===== src/rtl/pc_fetch_pkg.sv =====
// rtl/pc_fetch_pkg.sv - shared constants and helpers for the fetch stage
//
// Purpose : reset PC, instruction-memory window and next-PC select encodings
//           used by pc_fetch and npc.
// Ports   : none (package)
package pc_fetch_pkg;

  localparam logic [31:0] PC_RESET = 32'h0000_3000;
  localparam logic [31:0] IM_LO    = 32'h0000_3000;
  localparam logic [31:0] IM_HI    = 32'h0000_6FFF;

  localparam logic [1:0] NPC_SEL_SEQ = 2'b00;
  localparam logic [1:0] NPC_SEL_BR  = 2'b01;
  localparam logic [1:0] NPC_SEL_J   = 2'b10;
  localparam logic [1:0] NPC_SEL_JR  = 2'b11;

  // Sign-extended word offset of a branch immediate.
  function automatic logic [31:0] br_offset(input logic [15:0] imm);
    return {{14{imm[15]}}, imm, 2'b00};
  endfunction

endpackage


===== src/rtl/pc_fetch_npc.sv =====
// rtl/pc_fetch_npc.sv - combinational next-PC selection
//
// Purpose : computes the next fetch address from the select code and the
//           fields of the instruction currently in ID.
// Ports   : npc_sel, valid_d      - select code, ignored when ID holds a bubble
//           pc_f, pc_d            - fetch PC and ID-stage PC
//           imm16_d, index26_d    - branch offset / jump index fields
//           rs_val_d              - jump-register target
//           npc                   - next fetch address
module npc
  import pc_fetch_pkg::*;
(
  input  logic [1:0]  npc_sel,
  input  logic        valid_d,
  input  logic [31:0] pc_f,
  input  logic [31:0] pc_d,
  input  logic [15:0] imm16_d,
  input  logic [25:0] index26_d,
  input  logic [31:0] rs_val_d,
  output logic [31:0] npc
);

  logic [1:0] sel;

  // A bubble in ID cannot redirect fetch.
  assign sel = valid_d ? npc_sel : NPC_SEL_SEQ;

  always_comb begin
    npc = pc_f + 32'd4;
    case (sel)
      NPC_SEL_BR:  npc = pc_d + 32'd4 + br_offset(imm16_d);
      NPC_SEL_J:   npc = {pc_d[31:28], index26_d, 2'b00};
      NPC_SEL_JR:  npc = rs_val_d;
      default:     npc = pc_f + 32'd4;
    endcase
  end

endmodule


===== src/rtl/pc_fetch.sv =====
// rtl/pc_fetch.sv - PC register and IF/ID pipeline register
//
// Purpose : holds the fetch PC and the IF/ID latch; redirects take effect
//           after the delay-slot instruction, so nothing is squashed.
// Config  : PC_ALIGN_CHECK_EN enables the fetch address error check (adel_d).
// Ports   : clk, reset (sync, active low), stall
//           npc_sel, imm16_d, index26_d, rs_val_d - redirect controls from ID
//           instr_f                               - memory data for pc_f
//           pc_f                                  - fetch address
//           instr_d, pc_d, pc8_d, valid_d, adel_d - IF/ID outputs
module pc_fetch
  import pc_fetch_pkg::*;
(
  input  logic        clk,
  input  logic        reset,
  input  logic        stall,
  input  logic [1:0]  npc_sel,
  input  logic [15:0] imm16_d,
  input  logic [25:0] index26_d,
  input  logic [31:0] rs_val_d,
  input  logic [31:0] instr_f,
  output logic [31:0] pc_f,
  output logic [31:0] instr_d,
  output logic [31:0] pc_d,
  output logic [31:0] pc8_d,
  output logic        valid_d,
  output logic        adel_d
);

  logic [31:0] npc_val;

  npc u_npc (
    .npc_sel   (npc_sel),
    .valid_d   (valid_d),
    .pc_f      (pc_f),
    .pc_d      (pc_d),
    .imm16_d   (imm16_d),
    .index26_d (index26_d),
    .rs_val_d  (rs_val_d),
    .npc       (npc_val)
  );

  assign pc8_d = pc_d + 32'd8;

`ifdef PC_ALIGN_CHECK_EN
  logic bad_addr;

  assign bad_addr = (pc_f[1:0] != 2'b00) || (pc_f < IM_LO) || (pc_f > IM_HI);

  always_ff @(posedge clk) begin
    if (!reset) begin
      pc_f    <= PC_RESET;
      pc_d    <= 32'h0;
      instr_d <= 32'h0;
      valid_d <= 1'b0;
      adel_d  <= 1'b0;
    end else if (!stall) begin
      pc_f    <= npc_val;
      pc_d    <= pc_f;
      valid_d <= 1'b1;
      adel_d  <= bad_addr;
      // A faulting fetch enters ID as a nop.
      instr_d <= bad_addr ? 32'h0 : instr_f;
    end
  end
`else
  assign adel_d = 1'b0;

  always_ff @(posedge clk) begin
    if (!reset) begin
      pc_f    <= PC_RESET;
      pc_d    <= 32'h0;
      instr_d <= 32'h0;
      valid_d <= 1'b0;
    end else if (!stall) begin
      pc_f    <= npc_val;
      pc_d    <= pc_f;
      instr_d <= instr_f;
      valid_d <= 1'b1;
    end
  end
`endif

endmodule


===== config.mk =====
export PLATFORM = sky130hd
export DESIGN_NAME = pc_fetch
export DESIGN_NICKNAME = d
export VERILOG_FILES = /design/src/rtl/pc_fetch_pkg.sv /design/src/rtl/pc_fetch_npc.sv /design/src/rtl/pc_fetch.sv
export SDC_FILE = /design/constraint.sdc
export NUM_CORES = 1
export LEC_CHECK = 0
export BUFFER_PORTS_ARGS = -buffer_cell sky130_fd_sc_hd__buf_4
export CAP_MARGIN = 0
export CORE_MARGIN = 8
export CORE_UTILIZATION = 43
export DETAILED_ROUTE_END_ITERATION = 10
export PLACE_DENSITY = 0.7
export SYNTH_ARGS = -nofsm -noshare
export SYNTH_HDL_FRONTEND = slang
export SYNTH_SLANG_ARGS = --single-unit

===== constraint.sdc =====
create_clock -name clk -period 3.4 [get_ports clk]
set_clock_uncertainty 0.15 [all_clocks]
set_input_delay 0.34 -clock clk [delete_from_list [all_inputs] [get_ports clk]]
set_output_delay 0.34 -clock clk [all_outputs]
set_load 0.02 [all_outputs]

==> summary by stage <==
Hold path
The worst hold path begins at instr_f[25]. The type of the most critical hold path is in2reg. The end of the worst hold path is instr_d[25]. The worst hold path passes through 3 cells.

Critical path
The largest single stage delay on the critical path is 470 ps. The standard cell with the maximum stage delay on the critical path is sky130_fd_sc_hd__dfxtp_1. In this run the critical register-to-register path is captured at pc_f[25]. By instance count, the cell type seen most on the critical path is sky130_fd_sc_hd__buf_4. For the worst flop-to-flop path, the logic depth is 13. The worst setup path category is reg2out.

The critical path goes through and4_1, nand4_1, nor2_1, buf_4, nand2_1, inv_1, nand3_1, xnor2_1, buf_4. The worst-path maximum fanout is 8. The worst register-to-register path has a setup slack of 350 ps. The buffering stage count on the worst path with inverters included is 3. The launching point of the worst reg2reg path is pc_d[2]. Data arrives at the worst endpoint at 2590 ps. The data required time of the worst path is 2910 ps. Among cell families on the critical path, the largest total delay comes from simple AND/OR/NAND/NOR gates.

The startpoint type of the worst setup path is a register. The worst setup path is captured at an output port.

Floorplan
The number of I/O pins is 241. The floorplan has 48 rows. In this run the vertical extent of the chip is 148.0 um. The die covers 21910 um2. Once the floorplan was initialized, standard cells occupied 43.63% of the core. The placeable core region is 17180 um2. From left edge to right edge, the die measures 148.0 um.

Route
The post-detailed-route wirelength per cell is 18.64 um. The count of nets left with antenna violations once routing finished came out at 0. The detailed-route DRC error count is 0. Summed over all layers, the routed wires come to 25.17 mm.

The first routing iteration left 442 violations. The via count is 7607. Dividing the detail-routed via count by the number of cells gives 5.635. The first detailed-routing pass ran for 5 iterations.

Synth
The sequential element share of the synthesized area is 25.91%. The number of distinct library cell variants in the gate-level netlist after synthesis is 70. The count of warnings emitted by yosys is 0. Counting flops and latches in the post-synthesis netlist gives 97.

The post-synthesis net count is 1083. The post-synthesis average cell area is 8.216 um2. For this run, the leading register cell type out of synthesis is sky130_fd_sc_hd__dfxtp_1. The cell count after synthesis came out at 912. Yosys mapped a number of flops with a built-in enable equal to 0. The total standard cell area after synthesis is 7493 um2. The proportion of register bits with asynchronous set or reset after synthesis is 0%.

STA
Dividing the final minimum period by the clock period gives 90.61%. In the final timing run, aggregate negative setup slack is 0 ps. For the pin with the worst max-slew slack, the measured transition is 721.2 ps. The final hold slack is 77.48 ps.

The final hold violation count is 0. Setup violations remaining at the end of the flow were counted as 0. Timing would allow up to 324.6 MHz. Setup repair after global routing left no endpoint under its margin. The post-layout minimum cycle time is 3081 ps.

The max-slew violation count is 0. The headroom to the max-slew limit is 51.80%.

Clocking
The CTS tree is yes. Hold repair after CTS inserted 0 buffers. Clock tree synthesis inserted a total of 9 buffers. The number of gates given a new drive strength after cts is 0. In this run the clock root is driven by a sky130_fd_sc_hd__clkbuf_16. The total clock sinks is 97. After clock tree synthesis, the setup repair step added 0 buffers.

The clock tree buffer depth is 2. CTS built an H-tree with a depth of 3. Clock-pin slew was measured on the worst setup and hold paths at 80 ps. The worst-skew pair later-pin latency is 360 ps.

Global route
The first-pass GRT wire length is 39.64 mm. The number of global-route vias before repair is 7404. The number of antenna violations at the first check in global routing was 0.

The final global-route overflow total is 0. The overall track demand over capacity in global routing is 22.39%. Entering global routing, the biggest net connects 46 pins.

Pwr
The peak supply drop is 0.2508 mV. The leakage power of the design is 4.443 nW. The power density over the cells is 333.8 nW/um2.

Cells and area
Compared with the post-synthesis result, the final layout area differs by 30.04%. The fraction of final layout cells with drive strength greater than 1 is 26.22%. At the end of the flow, the number of nets in the layout was 1291.

The antenna diode instance count is 0.

Placement
The congestion estimate from routability-driven global placement came to 0.9338. Once detailed placement completed, the half-perimeter wirelength came to 19.55 mm. In this run the tool buffered the top-level ports with 239 buffer cells.

Run status
The run finished with clean final reports.

Flow run
The count of max-cap constraint violations is 0.
synth_stat cells (5+ instances only):
library cell	count	area share, %
sky130_fd_sc_hd__a211oi_1	5	0.50
sky130_fd_sc_hd__a21boi_0	7	0.70
sky130_fd_sc_hd__a21o_1	12	1.2
sky130_fd_sc_hd__a21oi_1	64	4.3
sky130_fd_sc_hd__a31oi_1	11	0.92
sky130_fd_sc_hd__and2_1	12	1.0
sky130_fd_sc_hd__and3_1	8	0.67
sky130_fd_sc_hd__and4_1	8	0.94
sky130_fd_sc_hd__buf_2	13	0.87
sky130_fd_sc_hd__buf_4	5	0.50
sky130_fd_sc_hd__clkbuf_1	31	1.6
sky130_fd_sc_hd__dfxtp_1	97	26
sky130_fd_sc_hd__ha_1	59	9.9
sky130_fd_sc_hd__inv_1	18	0.90
sky130_fd_sc_hd__mux2i_1	89	12
sky130_fd_sc_hd__nand2_1	71	3.6
sky130_fd_sc_hd__nand2b_1	5	0.42
sky130_fd_sc_hd__nand3_1	42	2.8
sky130_fd_sc_hd__nand4_1	14	1.2
sky130_fd_sc_hd__nor2_1	48	2.4
sky130_fd_sc_hd__nor2b_1	68	5.7
sky130_fd_sc_hd__nor3_1	6	0.40
sky130_fd_sc_hd__o211ai_1	9	0.90
sky130_fd_sc_hd__o21a_1	8	0.80
sky130_fd_sc_hd__o21ai_0	61	4.1
sky130_fd_sc_hd__o22ai_1	6	0.50
sky130_fd_sc_hd__o31ai_1	5	0.50
sky130_fd_sc_hd__xnor2_1	41	4.8
sky130_fd_sc_hd__xor2_1	14	1.6
power by group:
part           internal (mW)  switching [mW]  leakage, nW  total, mW
registers               1.20          0.0841        0.795       1.28
clock network          0.595           0.528        0.154       1.12
logic                  0.390           0.459         3.49      0.849
cells by family (layout without fill, tap and decap cells):
kind of cell,after synthesis,count (layout),share of synthesized area (%)
AOI/OAI and AO/OA,228,228,19.50
xor gates and xnor gates,55,55,6.428
adders and majority gates,60,60,10.12
buffers and inverters,76,289,4.441
DFF,97,97,25.91
muxes,92,92,12.34
other,1,1,0.05004
and+or+nand+nor,303,303,21.21
state kept, by name (all words and copies together) (netlist names):
| signal | flops |
|---|---|
| instr_d | 32 |
| pc_d | 32 |
| pc_f | 32 |
| valid_d | 1 |
stage by stage:
step | power [mW] | setup slack (ps) | cell area (um2) | utilization, % | std cells
floorplan | 1.802 | 460.3 | 7493 | - | 912
global placement | 2.144 | 319.4 | 9428 | 54.89 | 1334
detailed placement | 2.153 | 289.5 | 9428 | 54.89 | 1334
CTS | 3.276 | 341.1 | 9744 | 56.73 | 1350
global route | 3.414 | 142.3 | 9744 | 56.73 | 1350
finish | 3.253 | 319.1 | 9744 | 56.73 | 1350
cells in the final DEF (no fill, tap or decap), types with 3 or more instances in the layout:
cell type and count:
sky130_fd_sc_hd__buf_4 255, sky130_fd_sc_hd__o221ai_1 3, sky130_fd_sc_hd__o32ai_1 3, sky130_fd_sc_hd__a221oi_1 3, sky130_fd_sc_hd__nor2_1 48, sky130_fd_sc_hd__o21ai_0 61, sky130_fd_sc_hd__a21o_1 12, sky130_fd_sc_hd__a21oi_2 4
sky130_fd_sc_hd__o211ai_1 9, sky130_fd_sc_hd__inv_1 18, sky130_fd_sc_hd__and2_1 12, sky130_fd_sc_hd__a221o_1 3, sky130_fd_sc_hd__nand4_1 14, sky130_fd_sc_hd__nor3_1 6, sky130_fd_sc_hd__nand2b_1 5, sky130_fd_sc_hd__o21a_1 8
sky130_fd_sc_hd__xnor2_1 41, sky130_fd_sc_hd__and3_1 8, sky130_fd_sc_hd__ha_1 59, sky130_fd_sc_hd__and4_1 8, sky130_fd_sc_hd__nand2_1 71, sky130_fd_sc_hd__a21oi_1 64, sky130_fd_sc_hd__nand3_1 42, sky130_fd_sc_hd__dfxtp_1 97
sky130_fd_sc_hd__nor4_1 3, sky130_fd_sc_hd__or2_2 4, sky130_fd_sc_hd__mux2_2 3, sky130_fd_sc_hd__clkbuf_16 9, sky130_fd_sc_hd__nor2b_1 68, sky130_fd_sc_hd__a21boi_0 7, sky130_fd_sc_hd__a31oi_1 11, sky130_fd_sc_hd__o22ai_1 6
sky130_fd_sc_hd__mux2i_1 89, sky130_fd_sc_hd__o211ai_2 3, sky130_fd_sc_hd__inv_8 4, sky130_fd_sc_hd__a211oi_1 5, sky130_fd_sc_hd__o31ai_1 5, sky130_fd_sc_hd__xor2_1 14
layout make-up:
cell class	instances	area, um2
tap	225	281.5
clock buffer	9	225.2
fill	1685	7432
inverter	18	67.56
sequential	97	1942
clock inverter	7	91.34
multi-input combinational	739	5223
timing repair buffer	255	1914
worst max-delay path by stage:
stage | cells after the start | startpoint | endpoint
floorplan | 13 | pc_d[2] | pc_f[25]
global placement | 12 | imm16_d[1] | pc_f[25]
detailed placement | 12 | imm16_d[1] | pc_f[25]
CTS | 9 | pc_d[5] | pc8_d[20]
global route | 13 | pc_d[2] | pc_f[25]
finish | 9 | pc_d[5] | pc8_d[20]
worst register-to-register path, cell delays in order, from the launching register on:
cell                       delay, ps
sky130_fd_sc_hd__dfxtp_1         380
sky130_fd_sc_hd__inv_1            60
sky130_fd_sc_hd__ha_1            170
sky130_fd_sc_hd__inv_1            50
sky130_fd_sc_hd__ha_1            170
sky130_fd_sc_hd__inv_1            60
sky130_fd_sc_hd__fa_1            420
sky130_fd_sc_hd__nor2b_4         160
sky130_fd_sc_hd__o211ai_2        140
sky130_fd_sc_hd__a211oi_4        330
sky130_fd_sc_hd__o211ai_2        170
sky130_fd_sc_hd__and2_4          200
sky130_fd_sc_hd__o2111a_1        230
sky130_fd_sc_hd__a211o_1         260
layer usage:
| metal | global-route usage [%] | vias to the layer above | share of wire (%) |
|---|---|---|---|
| li1 | - | 3697 | - |
| met1 | 28.13 | 3604 | 43 |
| met2 | 36.07 | 278 | 46 |
| met3 | 6.817 | 28 | 9.1 |
| met4 | 6.629 | 0 | 1.4 |
| met5 | 0 | - | 0 |
Power figures use the tool's default switching activity.
